### src/rtl/posit_regime_pipe.sv
// posit_regime_pipe
//   Two-stage valid/ready pipeline that turns a signed scale (float exponent)
//   into the regime + exponent bitstring of a posit<N,ES>, sign bit excluded.
//     stage 1: k = scale >>> ES, e = scale[ES-1:0], sign of k
//     stage 2: body (MSB-aligned, zero-filled), regime length, saturation flag
//
// Parameters
//   N    posit width (8..32)
//   ES   exponent-field width (0..3)
//   EXPW width of the signed input scale
//
// Ports
//   clk, rst_n           clock, asynchronous active-low reset
//   in_valid/in_ready    input handshake, in_scale = signed scale
//   out_valid/out_ready  output handshake
//   out_body  [N-2:0]    regime run, terminator, exponent bits, MSB first
//   out_rlen             regime length incl. terminator, clamped to N-1
//   out_sat              scale clamped to maxpos/minpos (only with macro)
//
// Build option
//   POSIT_REGIME_SAT_EN  when defined, out-of-range scales clamp to maxpos
//                        (all ones) or minpos (0...01) and raise out_sat;
//                        when undefined, plain truncation applies and the
//                        out_sat port does not exist.

module posit_regime_pipe #(
    parameter int N    = 16,
    parameter int ES   = 1,
    parameter int EXPW = 16
) (
    input  logic                   clk,
    input  logic                   rst_n,
    input  logic                   in_valid,
    output logic                   in_ready,
    input  logic [EXPW-1:0]        in_scale,
    output logic                   out_valid,
    input  logic                   out_ready,
    output logic [N-2:0]           out_body,
    output logic [$clog2(N):0]     out_rlen
`ifdef POSIT_REGIME_SAT_EN
    ,
    output logic                   out_sat
`endif
);

    localparam int W  = N - 1;              // body width
    localparam int RW = $clog2(N) + 1;      // rlen width
    localparam int EW = (ES > 0) ? ES : 1;  // storage width for e
    localparam int AW = EXPW + 1;           // |k| needs one extra bit

    // ------------------------------------------------------------------
    // Handshake: each stage moves when its downstream slot is free.
    // ------------------------------------------------------------------
    logic s1_valid, s2_valid;
    logic s1_adv, s2_adv;

    assign s2_adv    = !s2_valid || out_ready;
    assign s1_adv    = !s1_valid || s2_adv;
    assign in_ready  = s1_adv;
    assign out_valid = s2_valid;

    // ------------------------------------------------------------------
    // Stage 1: split the scale into regime value k and exponent bits e.
    // ------------------------------------------------------------------
    logic signed [EXPW-1:0] k_in;
    logic        [EW-1:0]   e_in;
    logic signed [EXPW-1:0] s1_k;
    logic        [EW-1:0]   s1_e;
    logic                   s1_neg;

    assign k_in = $signed(in_scale) >>> ES;
    assign e_in = (ES > 0) ? in_scale[EW-1:0] : '0;

    // NOTE: sequential state is written with <= so every register samples
    // the pre-edge values of the others; = here would create order races.
    always_ff @(posedge clk or negedge rst_n) begin
        if (!rst_n) begin
            s1_valid <= 1'b0;
            s1_k     <= '0;
            s1_e     <= '0;
            s1_neg   <= 1'b0;
        end else if (s1_adv) begin
            s1_valid <= in_valid;
            if (in_valid) begin
                s1_k   <= k_in;
                s1_e   <= e_in;
                s1_neg <= k_in[EXPW-1];
            end
        end
    end

    // ------------------------------------------------------------------
    // Stage 2 combinational: the regime is a run of `run` copies of the
    // fill bit (1 for k>=0, 0 for k<0) followed by the opposite terminator
    // and then e. Building {terminator, e, 0...} top-aligned and shifting
    // it right by `run` naturally truncates whatever falls off the bottom.
    // ------------------------------------------------------------------
    logic [AW-1:0] k_ext, abs_k, run;
    logic [W-1:0]  base, mask, body_trunc, body_nxt;
    logic [RW-1:0] rlen_nxt;
    logic          fill, full, sat_nxt;

    // NOTE: every always_comb output is given a default first, so no path
    // through the block leaves a signal unassigned and infers a latch.
    always_comb begin
        k_ext      = {s1_k[EXPW-1], s1_k};
        abs_k      = s1_neg ? (~k_ext + AW'(1)) : k_ext;
        run        = s1_neg ? abs_k : (abs_k + AW'(1));
        fill       = ~s1_neg;
        full       = (run >= AW'(W));
        base       = {s1_neg, {(W-1){1'b0}}} | (W'(s1_e) << (W - 1 - ES));
        mask       = ~({W{1'b1}} >> run);
        body_trunc = full ? {W{fill}} : ((base >> run) | (fill ? mask : '0));
        rlen_nxt   = full ? RW'(W) : RW'(run + AW'(1));
        // k > N-2 for k>=0, or k < -(N-2) for k<0
        sat_nxt    = s1_neg ? full : (run > AW'(W));
        body_nxt   = body_trunc;
`ifdef POSIT_REGIME_SAT_EN
        if (sat_nxt) begin
            body_nxt = s1_neg ? W'(1) : {W{1'b1}};
        end
`endif
    end

    // ------------------------------------------------------------------
    // Stage 2 registers: output holds while stalled (no load unless s2_adv).
    // ------------------------------------------------------------------
    always_ff @(posedge clk or negedge rst_n) begin
        if (!rst_n) begin
            s2_valid <= 1'b0;
            out_body <= '0;
            out_rlen <= '0;
`ifdef POSIT_REGIME_SAT_EN
            out_sat  <= 1'b0;
`endif
        end else if (s2_adv) begin
            s2_valid <= s1_valid;
            if (s1_valid) begin
                out_body <= body_nxt;
                out_rlen <= rlen_nxt;
`ifdef POSIT_REGIME_SAT_EN
                out_sat  <= sat_nxt;
`endif
            end
        end
    end

`ifndef POSIT_REGIME_SAT_EN
    // The saturation condition only matters when the clamp is built in.
    logic unused_sat;
    assign unused_sat = sat_nxt;
`endif

endmodule

### config.mk
export PLATFORM = sky130hd
export DESIGN_NAME = posit_regime_pipe
export DESIGN_NICKNAME = d
export VERILOG_FILES = /design/src/rtl/posit_regime_pipe.sv
export SDC_FILE = /design/constraint.sdc
export NUM_CORES = 1
export LEC_CHECK = 0
export ABC_AREA = 1
export BUFFER_PORTS_ARGS = -buffer_cell sky130_fd_sc_hd__buf_2
export CELL_PAD_IN_SITES_DETAIL_PLACEMENT = 1
export CELL_PAD_IN_SITES_GLOBAL_PLACEMENT = 2
export CORE_MARGIN = 4
export CORE_UTILIZATION = 29
export CTS_CLUSTER_SIZE = 40
export DETAILED_ROUTE_END_ITERATION = 10
export GPL_TIMING_DRIVEN = 0
export MAX_ROUTING_LAYER = met4
export PLACE_DENSITY_LB_ADDON = 0.1
export RECOVER_POWER = 25
export SYNTH_ARGS = -nofsm -noshare
export SYNTH_HDL_FRONTEND = slang
export SYNTH_SLANG_ARGS = --single-unit
### constraint.sdc
create_clock -name clk -period 2.9 [get_ports clk]
set_input_delay 0.58 -clock clk [delete_from_list [all_inputs] [get_ports clk]]
set_output_delay 0.58 -clock clk [all_outputs]
set_load 0.01 [all_outputs]
### After elaboration in Yosys (flattened, before gate mapping)

Cells that the tools add are included.

* output and inout bits: 22
* bits in latches: 0
* input bits: 20
* memories kept: 0
* ROM bits: 0
* flip-flop bits (word level): 39
* bits in writable memories: 0

* equal/unequal tests: 0
* bitwise operators: 5
* muxes and demuxes: 5
* add/sub/neg operators: 3
* $lt $le $gt $ge: 1
* $mul: 0
* div/mod/pow operators: 0
* shift operators: 2
* reduce and logical (&&, ||, !) cells: 6

Operators with widths (number)
* $add 17x1->17 const B: 2
* $mux 17: 2
* $mux 15: 2
* $ge 17x4->1 const B: 1
* $not 17->17: 1
* $shr 15x17->15: 1
* $shr 15x17->15 const A: 1
* $not 15->15: 1
* $or 15x14->15: 1
* $or 15x15->15: 1
* $add 5x1->5 const B: 1
* $mux 5: 1
* $reduce_and 2->1: 2
* $logic_not 1->1: 2
* $logic_or 1x1->1: 2
* $not 1->1: 1

### Longest topological paths before layout

Gate-level depths: netlist of the first run.

* depth in word-level cells: 10
* mapped depth: 26
* gate-level depth less buffers: 26

### Worst setup path after synthesis of the first run

No wires, ideal clock.

* kind: flip-flop to flip-flop
* start point: register s1_k[0]
* end point: register out_body[4]
* data arrival time: 2685 ps
* slack: 95 ps
* clock period less this slack: 2805 ps
* buffers on the path: 1
* library setup time: 120 ps
* stages on the path, launching flop included: 21
* cells stage by stage: dfrtp_1 inv_2 ha_1 inv_1 nand2_1 nand2_2 inv_1 ha_1 inv_1 nor2_1 o21bai_1 nor2_4 inv_1 buf_4 nor2_1 a221oi_2 nand2_4 nand2_2 nand2_2 a21oi_2 a21oi_2

* word-level cells in the longest chain between the ends: 10
* elaborated cells on any way between the ends: 12

RTL lines
* from (decl): RTL line 67 `logic signed [EXPW-1:0] s1_k;`
* from (signal assigned): RTL line 85 `s1_k <= k_in;`
* $not 17->17: RTL line 107 `abs_k = s1_neg ? (~k_ext + AW'(1)) : k_ext;`
* $add 17x1->17: RTL line 107
* $mux 17 (*): RTL line 107
* $add 17x1->17: RTL line 108 `run = s1_neg ? abs_k : (abs_k + AW'(1));`
* $mux 17 (*): RTL line 108
* $shr 15x17->15: RTL line 112 `mask = ~({W{1'b1}} >> run);`
* $not 15->15: RTL line 112
* $mux 15: RTL line 113 `body_trunc = full ? {W{fill}} : ((base >> run) | (fill ? mask : '0));`
* $or 15x15->15: RTL line 113
* $mux 15 (*): RTL line 113
* to (signal assigned): RTL line 139 `out_body <= body_nxt;`
* to (decl): RTL line 38 `output logic [N-2:0] out_body,`

Every way passes the cells marked *; elsewhere a longest branch is shown, timed or not.
A chain may end at the register's enable or synchronous reset.

### Worst setup path after layout of the first run

* start point: register s1_k[0]
* end point: register out_body[2]

The elaborated chain is that of the path after synthesis.

==> results.yml, run 1 <==
worst_setup_path:
  r2r_slack_ns: 0.09
  crit_type: "flip-flop to flip-flop"
  cp_top_family: "simple AND/OR/NAND/NOR gates"
  path_common_cell: "nand2_2"
  cp_max_fo: 6
  rr_endpoint: "out_body[2]"
  cp_slowest_stage_delay_ns: 0.40
  r2r-start: "s1_k[0]"
  cp_data_required_time_ns: 3.13
  path_buf_inv: 7
  slowest_stage: "dfrtp_1"
  crit_chain: "inv_4 > ha_4 > inv_2 > nand2_2 > nand2_2 > inv_2 > ha_4 > inv_2 > nor2_4 > nand3_4 > nor2_4 > nand2_2 > buf_4 > o21ai_2 > nor2_4 > nand2_8 > inv_8 > nand2_4 > nand2_2 > buf_4 > nor2_1 > nand2_1 > a21oi_1"
  worstRegToRegCells: 23
  start_kind: "flip-flop"
  worstSetupEndpointType: "flip-flop"
  crit_arrival_ns: 3.03
route:
  drc: 0
  post_drt_wl_per_cell_um: 14.7
  vias: 2942
  drt_pass1_iterations: 4
  final_antenna_net_count: 0
  routed_wl_mm: 9.31
  viasPerCell: 4.65
  drtIter0Drc: 85
logic_synthesis:
  synth_edf_count: 0
  synth.distinct_cells: 38
  syn_nets: 450
  yosys.area.top_type_share: 0.329
  synth_warnings: 0
  synth_area_per_cell_um2: 6.77
  synthesis.instances: 427
  async_flop_share: 1.00
  synth_flop_cell: "dfrtp_1"
  synth-seq-cells: 38
  seq_area_frac_synth: 0.329
  ys_top_cells_by_area: "dfrtp_1, nand2_1, nor2_1, nand3_1, a21oi_1"
  synth_top_cell_by_area: "dfrtp_1"
  netlist_area_um2: 2890
sta:
  finalMaxSlewViolations: 39
  post-route-period-util: 0.968
  worst_slew_pin_slew_ns: 2.23
  fin_crit_ns: 2.81
  finalSetupViolCount: 0
  hold_violations: 0
  maxSlewHeadroom: -0.486
  max_freq_ghz: 0.356
  rsz0062_at_grt: "yes"
  fin_worst_skew_ns: 0.0127
layout:
  design_area_um2: 3770
  ff_latch_area_um2: 951
  fin_util: 0.387
  final_layout_size_suffix_gt1_frac: 0.352
  num_antenna_cells: 0
  fillers: 1291
  multi_input_area_um2: 1840
  area_growth_pct: 30.3
  layout.nets: 522
clocking:
  hold_buffers: 0
  clock_tree.buffer_depth: 2
  clk_pin_slew_ns: 0.08
  cts_sinks: 38
  cts_tree: "done"
  h-tree-depth: 2
  cts_root_buf: "clkbuf_8"
  cts_buffers: 5
  clkLatencyLatePin_ns: 0.30
grt:
  grt_max_degree: 39
  grt_pass1_wl_mm: 15.6
  antenna_found_initial: 0
  grt_use_total: 0.175
  grt-ovfl-total: 0
  grt_pass1_vias: 3095
placed_design:
  dp_hpwl_mm: 7.03
  io_buffers: 41
  gp_congestion: 0.847
  place_area_um2: 3260
min_path:
  hold_path_startpoint: "out_body[6]"
  hold_depth: 2
  holdPathEnd: "out_body[6]"
  worst_hold_path_type: "flip-flop to flip-flop"
floorplan:
  pin_count: 42
  core-area_um2: 9730
  die_x_um: 108
  die_area_um2: 11600
  row_count: 36
  start_util: 0.297
  die_h_um: 108
status:
  violations: "capacitance limit, slew limit"
  status: "finished, violations left"
power:
  total_leakage_power_nw: 1.84
  ir_drop_mv: 0.185
  powerDensity_nw_per_um2: 643
flow_run:
  drv_cap: 1
[registers in the layout, summed over array words and instances, names as in the netlist]
| register | flops |
|---|---|
| s1_valid | 1 |
| out_body | 15 |
| out_valid | 1 |
| s1_k | 15 |
| out_rlen | 5 |
| s1_e | 1 |
[kinds of logic after synthesis]
group,count (synthesis),synth area share
AOI/OAI and AO/OA,54,0.109
adders and majority gates,3,0.0130
buffers and inverters,66,0.0952
DFF,38,0.329
muxes,2,0.00735
and+or+nand+nor,264,0.447
[Yosys cell counts (4+ instances only)]
cell,n
dfrtp_1,38
nor2_2,8
inv_2,15
nand2_2,13
a21oi_2,4
nor2_4,6
nand2_1,108
a21oi_1,32
nand4_1,11
nor2_1,60
inv_1,38
o21ai_1,7
nand2_4,5
nand3_1,42
[per-stage QoR]
stage                     instances  power (mW)  setup TNS (ns)  hold WS [ns]  worst slack [ns]
final                           633        2.42               0         0.484            0.0924
after global routing            633        2.62          -0.864         0.510            -0.108
after CTS                       624        2.37               0         0.435           0.00368
after detailed placement        601        1.69           -5.65         0.472            -0.445
after global placement          601        1.68           -5.20         0.464            -0.407
after floorplan                 427        1.39               0         0.284            0.0948
[layout make-up]
cell class	count	share of cell area
well taps	133	0.0442
inverters	55	0.0574
clock inverters	2	0.0159
flip-flops and latches	38	0.252
plain buffers	11	0.0179
clock buffers	6	0.0219
repair buffers	65	0.103
multi-input cells	323	0.487
[worst register-to-register path, delay by kind of cell (launching register included)]
kind            cells  cell delay [ns]
fa+ha+maj           2             0.40
buf+inv             7             0.55
simple gates       12             1.09
compound gates      2             0.30
flops               1             0.40
[metal layers]
| metal | vias up | global-route usage | wire [um] |
|---|---|---|---|
| li1 | 1504 | - | - |
| met1 | 1394 | 0.246 | 4740 |
| met2 | 36 | 0.266 | 4210 |
| met3 | 8 | 0.0252 | 264 |
| met4 | 0 | 0.0424 | 94 |
| met5 | - | - | 0 |
[repair_timing]
item | 4_1_cts | 5_1_grt
buffers inserted | 15 | 9
pin swaps | 11 | 21
endpoints found under the setup margin | 19 | 19
endpoints found under the hold margin | 0 | 0
cloned | 0 | 0
gates resized for setup | 15 | 34
[worst max path at each step]
| stage | startpoint | end | slack, ns | depth (start not counted) |
|---|---|---|---|---|
| after detailed placement | s1_k[0] | out_body[10] | -0.45 | 22 |
| after global routing | s1_k[0] | out_body[10] | -0.11 | 24 |
| after CTS | s1_k[0] | out_body[10] | 0.004 | 24 |
| after global placement | s1_k[0] | out_body[10] | -0.41 | 22 |
| after floorplan | s1_k[0] | out_body[4] | 0.09 | 20 |
| final | s1_k[0] | out_body[2] | 0.09 | 23 |
[where the power goes]
part	switching [mW]	internal, mW
registers	0.0707	0.635
logic	0.732	0.398
clock network	0.220	0.368
[layout by cell type, fill, tap and decap left out, types with 11 or more instances in the layout]
master,instances
nand3_1,41
nand2_2,23
nand2_1,96
dfrtp_1,38
buf_2,43
nor2_1,55
nor2_4,11
nand4_1,11
inv_2,18
buf_4,23
inv_1,34
a21oi_1,28
Note: power is estimated with default switching activity, not from simulation.
==> run 2: changes to the inputs <==
--- a/config.mk
+++ b/config.mk
@@ -17,6 +17,7 @@
 export MAX_ROUTING_LAYER = met4
 export PLACE_DENSITY_LB_ADDON = 0.1
 export RECOVER_POWER = 25
+export SETUP_SLACK_MARGIN = 0.15
 export SYNTH_ARGS = -nofsm -noshare
 export SYNTH_HDL_FRONTEND = slang
 export SYNTH_SLANG_ARGS = --single-unit
==> constraint.sdc (replaced) <==
create_clock -name clk -period 2.5 [get_ports clk]
set_input_delay 0.5 -clock clk [delete_from_list [all_inputs] [get_ports clk]]
set_output_delay 0.5 -clock clk [all_outputs]
set_load 0.01 [all_outputs]
==> run 2 against run 1 <==
  * Worst hold slack worse by 0.12 ns
  * The flow finishes with violations (setup timing)
  * Final cell count is 1.3% higher
  * Register-to-register slack worse by 0.38 ns
  * Via count is 3.5% higher
  * Non-clock buffer count is 9 higher
==> results.yml, run 2 (synthesis results as in run 1) <==
placed_design:
  dp_hpwl_mm: 7.22
  io_buffers: 41
  gp_congestion: 0.834
  placedCellCount: 601
grt:
  grt-ovfl-total: 0
  grt_use_total: 0.178
  grt_pass1_wl_mm: 15.9
  grt_pass1_vias: 3131
  antenna_found_initial: 0
  grt_max_degree: 39
route:
  drt_pass1_iterations: 4
  vias: 3045
  routed_wl_mm: 9.72
  drtIter0Drc: 108
  post_drt_wl_per_cell_um: 15.2
  final_antenna_net_count: 0
  viasPerCell: 4.75
  drc: 0
min_path:
  worst_hold_path_type: "input pin to async pin"
worst_setup_path:
  slowest_stage: "dfrtp_2"
  cp_data_required_time_ns: 2.69
  cp_slowest_stage_delay_ns: 0.44
  worstSetupEndpointType: "flip-flop"
  crit_type: "flip-flop to flip-flop"
  crit_arrival_ns: 2.97
  crit_chain: "inv_6 > ha_4 > inv_2 > nand2_4 > nand2_4 > inv_4 > ha_4 > inv_2 > nor2_4 > buf_4 > buf_4 > nand2_1 > nand2_1 > o21ai_4 > inv_2 > a221oi_4 > nand2_8 > nand2_4 > nand2_4 > a21oi_2 > a21oi_2"
  start_kind: "flip-flop"
  cp_max_fo: 5
  path_common_cell: "nand2_4"
floorplan:
  start_util: 0.297
  die_area_um2: 11600
  die_h_um: 108
  die_x_um: 108
  row_count: 36
  core-area_um2: 9730
  pin_count: 42
layout:
  final_cell_mix: "nand2_1, nor2_1, buf_2"
  top_regs: "out_body (15), s1_k (15), out_rlen (5)"
  instances_no_fill: 641
  final_common_cell: "nand2_1"
  num_antenna_cells: 0
  fin_util: 0.405
  layout.nets: 531
  area_growth_pct: 36.2
  final_layout_size_suffix_gt1_frac: 0.384
sta:
  hold_violations: 0
  max_freq_ghz: 0.359
  fin_crit_ns: 2.78
  finalSetupViolCount: 19
  worst_slew_pin_slew_ns: 1.01
  maxSlewHeadroom: 0.326
  rsz0062_at_grt: "yes"
  fin_worst_skew_ns: 0.00574
  post-route-period-util: 1.11
  worst_slack_ns: -0.283
  finalMaxSlewViolations: 0
status:
  status: "finished, violations left"
  violations: "setup timing"
clocking:
  cts_root_buf: "clkbuf_8"
  cts_buffers: 5
  clkLatencyLatePin_ns: 0.29
  h-tree-depth: 2
  clk_pin_slew_ns: 0.08
  hold_buffers: 0
  clock_tree.buffer_depth: 2
  cts_sinks: 38
  cts_tree: "done"
power:
  powerDensity_nw_per_um2: 722
  ir_drop_mv: 0.260
  total_leakage_power_nw: 1.87
flow_run:
  drv_cap: 0
[run 2: cell types whose count changed in the layout (fill, tap and decap cells not counted), sizes merged]
cell	delta
buf	+9
bufinv	-1
[run 2: through the flow]
stage | area, um^2 | total power [mW] | setup TNS (ns) | hold slack, ns | worst slack [ns]
2_1_floorplan | 2970 | 1.68 | -1.08 | 0.204 | -0.133
3_3_place_gp | 3340 | 2.02 | -7.25 | 0.466 | -0.509
3_5_place_dp | 3340 | 2.04 | -7.86 | 0.470 | -0.531
4_1_cts | 3750 | 2.76 | -3.85 | 0.374 | -0.285
5_1_grt | 3940 | 3.07 | -7.65 | 0.429 | -0.449
6_report | 3940 | 2.84 | -4.28 | 0.368 | -0.283
[run 2: layer usage]
layer / vias to the layer above / track usage / share of wire
li1: 1529 / - / -
met1: 1459 / 0.250 / 0.50
met2: 46 / 0.272 / 0.45
met3: 11 / 0.0186 / 0.026
met4: 0 / 0.0523 / 0.017
met5: - / - / 0
[run 2: timing repair]
action / CTS / global route
pin swaps: 20 / 19
setup buffers: 22 / 11
endpoints found under the setup margin: 19 / 19
cloned: 0 / 0
gates resized for setup: 26 / 30
[run 2: where the power goes]
part | total (mW) | switching (mW) | internal [mW]
Clock | 0.553 | 0.233 | 0.320
Sequential | 0.825 | 0.0868 | 0.738
Combinational | 1.47 | 0.928 | 0.539
Total | 2.84 | 1.25 | 1.60
[run 2: final cells by class]
type | count | area [um^2]
plain buffers | 11 | 67.6
clock buffers | 6 | 82.6
clock inverters | 1 | 30.0
fillers | 1247 | 5790
inverters | 55 | 226
multi-input cells | 323 | 1920
flip-flops and latches | 38 | 953
well taps | 133 | 166
repair buffers | 74 | 497
[run 2: path summary, 6_finish.rpt]
check                       startpoint     endpoint  slack [ns]  cells after the start
setup / recovery               s1_k[0]  out_body[4]       -0.28                     21
hold / removal                   rst_n  out_body[2]        0.37                      1
setup reg to reg               s1_k[0]  out_body[4]       -0.28                     21
hold reg to reg            out_body[6]  out_body[6]        0.48                      2
max in group asynchronous        rst_n      s1_k[0]        1.44                      1
min in group clk           in_scale[0]         s1_e        0.43                      2
[run 2: critical path, delay by kind of cell (launching register included)]
family                     cells  cell delay [ns]
and+or+nand+nor                8             0.66
AOI/OAI and AO/OA              4             0.62
DFF                            1             0.44
buffers and inverters          7             0.60
adders and majority gates      2             0.34
